## src/rtl/img_pkg.sv

```systemverilog
// Shared definitions for the image-receive controller: state encoding,
// default frame geometry, sync byte and pixel/address widths.
package img_pkg;

  typedef enum logic [3:0] {
    ST_IDLE      = 4'd0,
    ST_RX_HI     = 4'd1,
    ST_RX_LO     = 4'd2,
    ST_WAIT_TAIL = 4'd3
  } state_e;

  localparam logic [7:0]  SYNC_BYTE_DEF   = 8'h5A;
  localparam int unsigned PIX_W           = 12;
  localparam int unsigned ADDR_W          = 15;
  localparam int unsigned IMG_W           = 160;
  localparam int unsigned IMG_H           = 120;
  localparam int unsigned PIX_NUM_DEF     = IMG_W * IMG_H;
  localparam int unsigned TIMEOUT_CYC_DEF = 500_000;

  // RGB444 pixel: low nibble of the first byte, then the full second byte.
  function automatic logic [PIX_W-1:0] pack_pixel(input logic [3:0] hi,
                                                   input logic [7:0] lo);
    return {hi, lo};
  endfunction

endpackage

```

## src/rtl/img_rx_timeout.sv

```systemverilog
// Inter-byte idle counter. Loads zero on clear, counts while enabled and
// flags expiry on the cycle whose increment would reach TIMEOUT_CYC.
module img_rx_timeout #(
  parameter int unsigned TIMEOUT_CYC = 500_000
) (
  input  logic i_clk_sys,
  input  logic i_rst_n,
  input  logic i_clear,
  input  logic i_en,
  output logic o_expired
);

  localparam int unsigned      CNT_W = (TIMEOUT_CYC > 1) ? $clog2(TIMEOUT_CYC) : 1;
  localparam logic [CNT_W-1:0] TERM  = CNT_W'(TIMEOUT_CYC - 1);

  logic [CNT_W-1:0] cnt_q;
  logic [CNT_W-1:0] cnt_d;
  logic             at_term;

  assign at_term = (cnt_q == TERM);
  // A byte arriving on the terminal cycle takes precedence over expiry.
  assign o_expired = i_en && !i_clear && at_term;

  // Next count: clear has priority, then saturating increment.
  always_comb begin
    // NOTE: default assignment first so every path drives cnt_d and no latch is inferred.
    cnt_d = cnt_q;
    if (i_clear) begin
      cnt_d = '0;
    end else if (i_en && !at_term) begin
      cnt_d = cnt_q + CNT_W'(1);
    end
  end

  // Counter register.
  always_ff @(posedge i_clk_sys or negedge i_rst_n) begin
    if (!i_rst_n) begin
      cnt_q <= '0;
    end else begin
      // NOTE: non-blocking assignment so all flops update together at the edge.
      cnt_q <= cnt_d;
    end
  end

endmodule

```

## src/rtl/img_rx_ctrl.sv

```systemverilog
// Image-receive controller: finds the sync header, assembles byte pairs into
// RGB444 pixels with sequential write addresses, and swaps the write/display
// bank only when a frame ends with a valid trailer.
module img_rx_ctrl
  import img_pkg::*;
#(
  parameter int unsigned PIX_NUM     = PIX_NUM_DEF,
  parameter int unsigned TIMEOUT_CYC = TIMEOUT_CYC_DEF,
  parameter logic [7:0]  SYNC_BYTE   = SYNC_BYTE_DEF
) (
  input  logic              i_clk_sys,
  input  logic              i_rst_n,
  input  logic [7:0]        i_rcv_data,
  input  logic              i_rcv_flag,
  output logic [PIX_W-1:0]  o_pix_data,
  output logic              o_pix_valid,
  output logic [ADDR_W-1:0] o_pix_addr,
  output logic              o_buf_sel,
  output logic              o_frame_done,
  output logic              o_err,
  output logic              o_receiving,
  output logic [3:0]        o_state
);

  localparam logic [ADDR_W-1:0] LAST_ADDR = ADDR_W'(PIX_NUM - 1);

  state_e             state_q;
  logic [3:0]         hi_q;
  logic [ADDR_W-1:0]  pix_cnt_q;
  logic [PIX_W-1:0]   pix_data_q;
  logic [ADDR_W-1:0]  pix_addr_q;
  logic               pix_valid_q;
  logic               buf_sel_q;
  logic               frame_done_q;
  logic               err_q;
  logic               receiving_q;

  logic               tmo_clear;
  logic               tmo_en;
  logic               tmo_expired;

  // The idle counter only runs inside a frame; every byte restarts it.
  assign tmo_clear = i_rcv_flag || (state_q == ST_IDLE);
  assign tmo_en    = (state_q != ST_IDLE);

  img_rx_timeout #(
    .TIMEOUT_CYC (TIMEOUT_CYC)
  ) u_timeout (
    .i_clk_sys (i_clk_sys),
    .i_rst_n   (i_rst_n),
    .i_clear   (tmo_clear),
    .i_en      (tmo_en),
    .o_expired (tmo_expired)
  );

  // Receive FSM with registered pixel, bank and pulse outputs.
  always_ff @(posedge i_clk_sys or negedge i_rst_n) begin
    if (!i_rst_n) begin
      state_q      <= ST_IDLE;
      hi_q         <= '0;
      pix_cnt_q    <= '0;
      pix_data_q   <= '0;
      pix_addr_q   <= '0;
      pix_valid_q  <= 1'b0;
      buf_sel_q    <= 1'b0;
      frame_done_q <= 1'b0;
      err_q        <= 1'b0;
      receiving_q  <= 1'b0;
    end else begin
      pix_valid_q  <= 1'b0;
      frame_done_q <= 1'b0;
      err_q        <= 1'b0;

      case (state_q)
        ST_IDLE: begin
          if (i_rcv_flag && (i_rcv_data == SYNC_BYTE)) begin
            state_q     <= ST_RX_HI;
            pix_cnt_q   <= '0;
            receiving_q <= 1'b1;
          end
        end

        // Inside the pixel payload the sync value is ordinary data.
        ST_RX_HI: begin
          if (i_rcv_flag) begin
            hi_q    <= i_rcv_data[3:0];
            state_q <= ST_RX_LO;
          end else if (tmo_expired) begin
            state_q     <= ST_IDLE;
            receiving_q <= 1'b0;
            err_q       <= 1'b1;
          end
        end

        ST_RX_LO: begin
          if (i_rcv_flag) begin
            pix_data_q  <= pack_pixel(hi_q, i_rcv_data);
            pix_addr_q  <= pix_cnt_q;
            pix_valid_q <= 1'b1;
            pix_cnt_q   <= pix_cnt_q + ADDR_W'(1);
            state_q     <= (pix_cnt_q == LAST_ADDR) ? ST_WAIT_TAIL : ST_RX_HI;
          end else if (tmo_expired) begin
            state_q     <= ST_IDLE;
            receiving_q <= 1'b0;
            err_q       <= 1'b1;
          end
        end

        // Only a good trailer hands the freshly written bank to the display.
        ST_WAIT_TAIL: begin
          if (i_rcv_flag) begin
            state_q     <= ST_IDLE;
            receiving_q <= 1'b0;
            if (i_rcv_data == SYNC_BYTE) begin
              buf_sel_q    <= ~buf_sel_q;
              frame_done_q <= 1'b1;
            end else begin
              err_q <= 1'b1;
            end
          end else if (tmo_expired) begin
            state_q     <= ST_IDLE;
            receiving_q <= 1'b0;
            err_q       <= 1'b1;
          end
        end

        default: begin
          state_q     <= ST_IDLE;
          receiving_q <= 1'b0;
        end
      endcase
    end
  end

  assign o_pix_data   = pix_data_q;
  assign o_pix_valid  = pix_valid_q;
  assign o_pix_addr   = pix_addr_q;
  assign o_buf_sel    = buf_sel_q;
  assign o_frame_done = frame_done_q;
  assign o_err        = err_q;
  assign o_receiving  = receiving_q;
  assign o_state      = state_q;

endmodule

```

## config.mk

```make
export PLATFORM = sky130hd
export DESIGN_NAME = img_rx_ctrl
export DESIGN_NICKNAME = d
export VERILOG_FILES = /design/src/rtl/img_pkg.sv /design/src/rtl/img_rx_timeout.sv /design/src/rtl/img_rx_ctrl.sv
export SDC_FILE = /design/constraint.sdc
export NUM_CORES = 1
export LEC_CHECK = 0
export CAP_MARGIN = 20
export CELL_PAD_IN_SITES_DETAIL_PLACEMENT = 0
export CELL_PAD_IN_SITES_GLOBAL_PLACEMENT = 1
export CORE_ASPECT_RATIO = 1.75
export CORE_UTILIZATION = 34
export CTS_CLUSTER_SIZE = 16
export DETAILED_ROUTE_END_ITERATION = 7
export PLACE_DENSITY_LB_ADDON = 0.15
export SLEW_MARGIN = 25
export SYNTH_ARGS = -nofsm -noshare
export SYNTH_HDL_FRONTEND = slang
export SYNTH_SLANG_ARGS = --single-unit
```

## constraint.sdc

```tcl
create_clock -name i_clk_sys -period 5.4 [get_ports i_clk_sys]
set_input_delay 0.54 -clock i_clk_sys [delete_from_list [all_inputs] [get_ports i_clk_sys]]
set_output_delay 0.54 -clock i_clk_sys [all_outputs]
set_load 0.02 [all_outputs]
```

# Word-level counts from Yosys, hierarchy flattened
# Cells that the tools add are included.
[totals]
latchBits = 0
mem_count = 0
ramBits = 0
ff_bits = 74
romBits = 0
[classes]
reduce_logical = 17
n_bitwise = 1
n_shift = 0
eq_ne = 9
n_lt_le_gt_ge = 0
mul = 0
n_mux = 27
div_mod_pow = 0
add_sub_neg = 2
[ops]
columns = ["cell", "n"]
rows = [
  ["$mux 19", 2],
  ["$mux 15", 2],
  ["$pmux 15 s2", 1],
  ["$mux 4", 5],
  ["$add 19x1->19 const B", 1],
  ["$eq 19x19->1 const B", 1],
  ["$pmux 4 s4", 1],
  ["$add 15x1->15 const B", 1],
  ["$eq 15x15->1 const B", 1],
  ["$mux 1", 13],
  ["$eq 4x2->1 const B", 2],
  ["$eq 8x7->1 const B", 1],
  ["$reduce_and 2->1", 3],
  ["$reduce_and 3->1", 2],
  ["$eq 4x1->1 const B", 1],
  ["$logic_and 1x1->1", 4],
  ["$logic_not 4->1", 1],
  ["$ne 2x2->1 const B", 2],
  ["$reduce_bool 2->1", 2],
  ["$reduce_bool 4->1", 1],
  ["$pmux 1 s3", 1],
  ["$logic_not 1->1", 2],
  ["$mux 2", 1],
  ["$ne 2x1->1 const B", 1],
  ["other kinds (4)", 4],
]

# Longest topological paths before layout
[logic_depth]
word_depth = 8
mapped_depth = 6

# Modules after synthesis
# Synthesis repeated with hierarchy kept, for this count alone.
[unflattened]
hier_cells = 360
hier_area_um2 = 3458.3
[modules_own_cells]
columns = ["mod", "seq_area_each_um2", "n_inst", "cells_each", "area_each_um2"]
rows = [
  ["img_rx_ctrl", 1376.3, 1, 252, 2426.1],
  ["img_rx_timeout", 475.5, 1, 108, 1032.2],
]

# Least setup slack after synthesis
# OpenSTA, ideal clock, no wires.
[synth_path]
kind = "reg-to-reg"
startpoint = "register u_timeout.cnt_q[6]"
endpoint = "register receiving_q, in the netlist o_receiving"
arrival_ps = 1740
period_less_slack_ps = 1875
slack_ps = 3525
setup_time_ps = 136
t_required_ps = 5264
path_stages_with_launch = 5
cell_sequence = "dfrtp_1 -> or4_4 -> or4_4 -> o211ai_2 -> o211ai_1"
[synth_via]
elab_chain_cells = 5
word_cells_on_any_way = 6
cone_classes = "eq/ne (1); mux (4); reduce/logical (1)"
[synth_rtl]
columns = ["element", "line_no", "text"]
rows = [
  ["start: declaration", "img_rx_timeout.sv:16", "logic [CNT_W-1:0] cnt_q;"],
  ["start signal: assignment", "img_rx_timeout.sv:41", "cnt_q <= cnt_d;"],
  ["$eq 19x19->1 *", "img_rx_timeout.sv:20", "assign at_term = (cnt_q == TERM);"],
  ["$logic_and 1x1->1 *", "img_rx_timeout.sv:22", "assign o_expired = i_en && !i_clear && at_term;"],
  ["$mux 1 *", "-", ""],
  ["$mux 1 (on tied branches)", "-", ""],
  ["$pmux 1 s3 *", "-", ""],
  ["end signal: assignment", "img_rx_ctrl.sv:68", "receiving_q <= 1'b0;"],
  ["end signal: assignment", "img_rx_ctrl.sv:79", "receiving_q <= 1'b1;"],
  ["end signal: assignment", "img_rx_ctrl.sv:90", "receiving_q <= 1'b0;"],
  ["end: declaration", "img_rx_ctrl.sv:36", "logic receiving_q;"],
]
# Mark *: on every way between the ends. The rest lies on a longest branch, timed or not. The select of a mux whose other input is x is not followed.
# A chain may end at the register's enable or synchronous reset.

# Final worst setup path
[layout_path]
startpoint = "input i_rcv_flag"
endpoint = "register state_q[1], in the netlist o_state[1]"
[layout_via]
elab_chain_cells = 7
word_cells_on_any_way = 11
cone_classes = "eq/ne (1); mux (5); reduce/logical (5)"
[layout_rtl]
columns = ["element", "line_no", "text"]
rows = [
  ["start: declaration", "img_rx_ctrl.sv:14", "input logic i_rcv_flag,"],
  ["$logic_or 1x1->1", "img_rx_ctrl.sv:43", "assign tmo_clear = i_rcv_flag || (state_q == ST_IDLE);"],
  ["$logic_not 1->1", "img_rx_timeout.sv:22", ""],
  ["$logic_and 1x1->1 (2 in series)", "img_rx_timeout.sv:22", ""],
  ["$mux 4", "-", ""],
  ["$mux 4 (on tied branches)", "img_rx_ctrl.sv:111, img_rx_ctrl.sv:85, img_rx_ctrl.sv:96", ""],
  ["$pmux 4 s4", "img_rx_ctrl.sv:74", "case (state_q)"],
  ["end signal: assignment", "img_rx_ctrl.sv:101", "state_q <= (pix_cnt_q == LAST_ADDR) ? ST_WAIT_TAIL : ST_RX_HI;"],
  ["end: declaration", "img_rx_ctrl.sv:27", "state_e state_q;"],
]
# Several ways; a longest one is shown, not always the timed one.

==> impl_metrics.json <==
{
  "dp_hpwl_um": 5670,
  "die_h_um": 135,
  "status": "completed",
  "worstSetupStartpointType": "primary input",
  "fin_skew_ns": 0.00430,
  "cts.sinks": 74,
  "htreeDepth": 3,
  "place.gp.congestion": 0.746,
  "cts_tree": "yes",
  "rsz0062_at_grt": "no",
  "dp.cells": 472,
  "slew-limit-headroom": 0.428,
  "met1_usage": 0.196,
  "grt_usage": 0.171,
  "clockRootBuffer": "clkbuf_16",
  "period_needed_ns": 2.46,
  "synth_top_flop_cell": "dfrtp_1",
  "core_um2": 9850,
  "synth_cell_types": 50,
  "syn_area_per_cell_um2": 11.1,
  "instances_no_fill": 488,
  "cts_made_buffers": 9,
  "hold_viol_final": 0,
  "drtAntennaViolNets": 0,
  "post-cts-setup-buffers": 0,
  "crit_type": "primary input to register",
  "synthTopCellsByArea": "dfrtp_1 (54%), mux2_2 (8.5%), nand2_1 (3.5%), xor2_1 (2.8%), o31ai_1 (2.4%)",
  "vias_per_cell": 5.38,
  "ir_drop_mv": 0.215,
  "grt_max_degree": 75,
  "drive_above_1_share": 0.152,
  "cts_buffer_depth": 2,
  "num_vias": 2625,
  "setup_tns_ns": 0,
  "worst_pin_slew_ns": 0.852,
  "synthToLayoutAreaGrowth_pct": 27.3,
  "met3_usage": 0.0242,
  "clk_pin_slew_worst_paths_ns": 0.06,
  "dr.pass1.iters": 4,
  "slew_violations": 0,
  "drt_iter0_markers": 95,
  "ys_warn_count": 0,
  "worstPathRequired_ns": 5.65,
  "worstPathArrival_ns": 2.71,
  "ys_ff_latch": 74,
  "grt_use_met2": 0.298,
  "synth_edf_count": 0,
  "crit_fanout": 32,
  "power_leakage_uw": 0.00190,
  "fp.dieArea_um2": 10600,
  "nNetsFinal": 371,
  "postCtsHoldBufs": 0,
  "finalPower_uw": 1330,
  "yosysTopAreaCellShare": 0.536,
  "hold_class": "primary input to asynchronous set/reset pin",
  "antenna_found_initial": 0,
  "endpoint_kind": "register",
  "fin_crit_sh": 0.455,
  "start_util": 0.350,
  "wl_um": 8250,
  "cap_violations": 0,
  "ys_seq_area_frac": 0.536,
  "drc_errors": 0,
  "io_buffers": 46,
  "postLayoutCoreUtil": 0.446,
  "async_reset_ff_frac": 1.00,
  "busiest_layer": "met2",
  "power.density_nw_per_um2": 303,
  "cts_resized": 0,
  "fin_ws_ns": 2.94,
  "grt_overflow": 0,
  "netlist_area_um2": 3450,
  "setup_viol": 0,
  "grt_pass1_vias": 2561,
  "ios": 47,
  "grt_pass1_wl_um": 13700,
  "n_antenna_cell": 0,
  "synthCells": 311,
  "place_ws_ns": 2.60,
  "yosys.area.top_type": "dfrtp_1",
  "die_w_um": 78.2,
  "wl_per_cell_um": 16.9,
  "clk-insertion-delay-late_ns": 0.34,
  "rows": 48,
  "timing.fmax_ghz": 0.407
}
-- cells in the final DEF (no fill, tap or decap), types with 7 or more instances in the layout --
cell and n:
nor2_1 14, xor2_1 11, and4_1 7, clkdlybuf4s50_1 45, nand3_1 15, o21ai_0 12
o31ai_1 11, nand4_1 13, dfrtp_1 74, clkbuf_16 9, nand2_1 32, a21oi_1 13
mux2_2 26
-- power breakdown --
part | internal, µW | switching, µW
combinational | 12.1 | 24.0
clock | 498 | 234
sequential | 557 | 3.68
total | 1070 | 262
-- routing by layer --
layer | wire (µm) | part of all wire
met3 | 239 | 0.029
met1 | 3370 | 0.41
met5 | 0 | 0
met4 | 190 | 0.023
met2 | 4450 | 0.54
-- worst max-delay path, stage by stage --
cell	delay (ns)
clkdlybuf4s50_1	0.67
nor4b_2	0.45
nand2_1	0.10
buf_4	0.28
or4_1	0.57
o211ai_1	0.10
-- Yosys cell counts, types with 2 or more instances --
master and count:
and4bb_2 2, o31ai_1 11, or3_1 4, buf_2 3
and4_1 7, nor4_1 3, o311ai_0 2, mux2i_1 3
and3_1 4, or4_1 6, or4_4 2, and2_1 2
o211ai_1 3, nand4_1 13, a21boi_0 2, inv_1 3
buf_1 2, nand2b_1 5, dfrtp_1 74, mux2_2 26
ha_1 2, a31oi_1 2, nor2_1 14, nor3_1 6
o21ai_0 12, nand3_1 15, a21oi_1 14, clkbuf_1 6
nand2_1 32, xor2_1 11
-- flip-flops by register name, indices dropped and copies added, names as in the netlist --
name / count
u_timeout.cnt_q: 19
o_pix_addr: 15
pix_cnt_q: 15
o_pix_data: 12
hi_q: 4
o_state: 4
o_buf_sel: 1
o_err: 1
o_frame_done: 1
o_pix_valid: 1
o_receiving: 1
-- stage by stage --
step,hold WS (ns),instance area [µm²]
6_report,0.223,4390
5_1_grt,0.283,4390
4_1_cts,0.413,4390
3_5_place_dp,0.462,4020
3_3_place_gp,0.453,4020
2_1_floorplan,0.244,3460
-- area by class of cell --
cell class	count	area, µm²
fillers	968	5460
clock buffers	9	225
well taps	125	156
flip-flops and latches	74	1850
repair buffers	47	469
clock inverters	7	141
multi-input cells	222	1530
inverters	4	15.0
-- logic make-up after synthesis --
family	count (synthesis)	share of synthesized area
AND/OR/NAND/NOR	125	0.212
flip-flops	74	0.536
AO/OA/AOI/OAI	52	0.0979
multiplexers	29	0.0935
buffers and inverters	16	0.0214
XOR/XNOR	12	0.0304
adder cells (fa/ha/maj)	2	0.00725
other	1	0.00109
-- final timing paths --
kind / cells after the start / slack [ns] / from / to
min: 1 / 0.22 / i_rst_n / pix_cnt_q[3]$_DFFE_PN0P_
max: 6 / 2.94 / i_rcv_flag / o_state[1]$_DFFE_PN0P_
max reg2reg: 4 / 3.21 / o_state[1]$_DFFE_PN0P_ / pix_cnt_q[12]$_DFFE_PN0P_
min in group i_clk_sys: 2 / 0.47 / hi_q[3]$_DFFE_PN0P_ / o_pix_data[11]$_DFFE_PN0P_
max in group asynchronous: 1 / 4.71 / i_rst_n / u_timeout.cnt_q[16]$_DFFE_PN0P_
min reg2reg: 2 / 0.47 / hi_q[3]$_DFFE_PN0P_ / o_pix_data[11]$_DFFE_PN0P_
No activity file was read; power rests on OpenSTA's default activity.
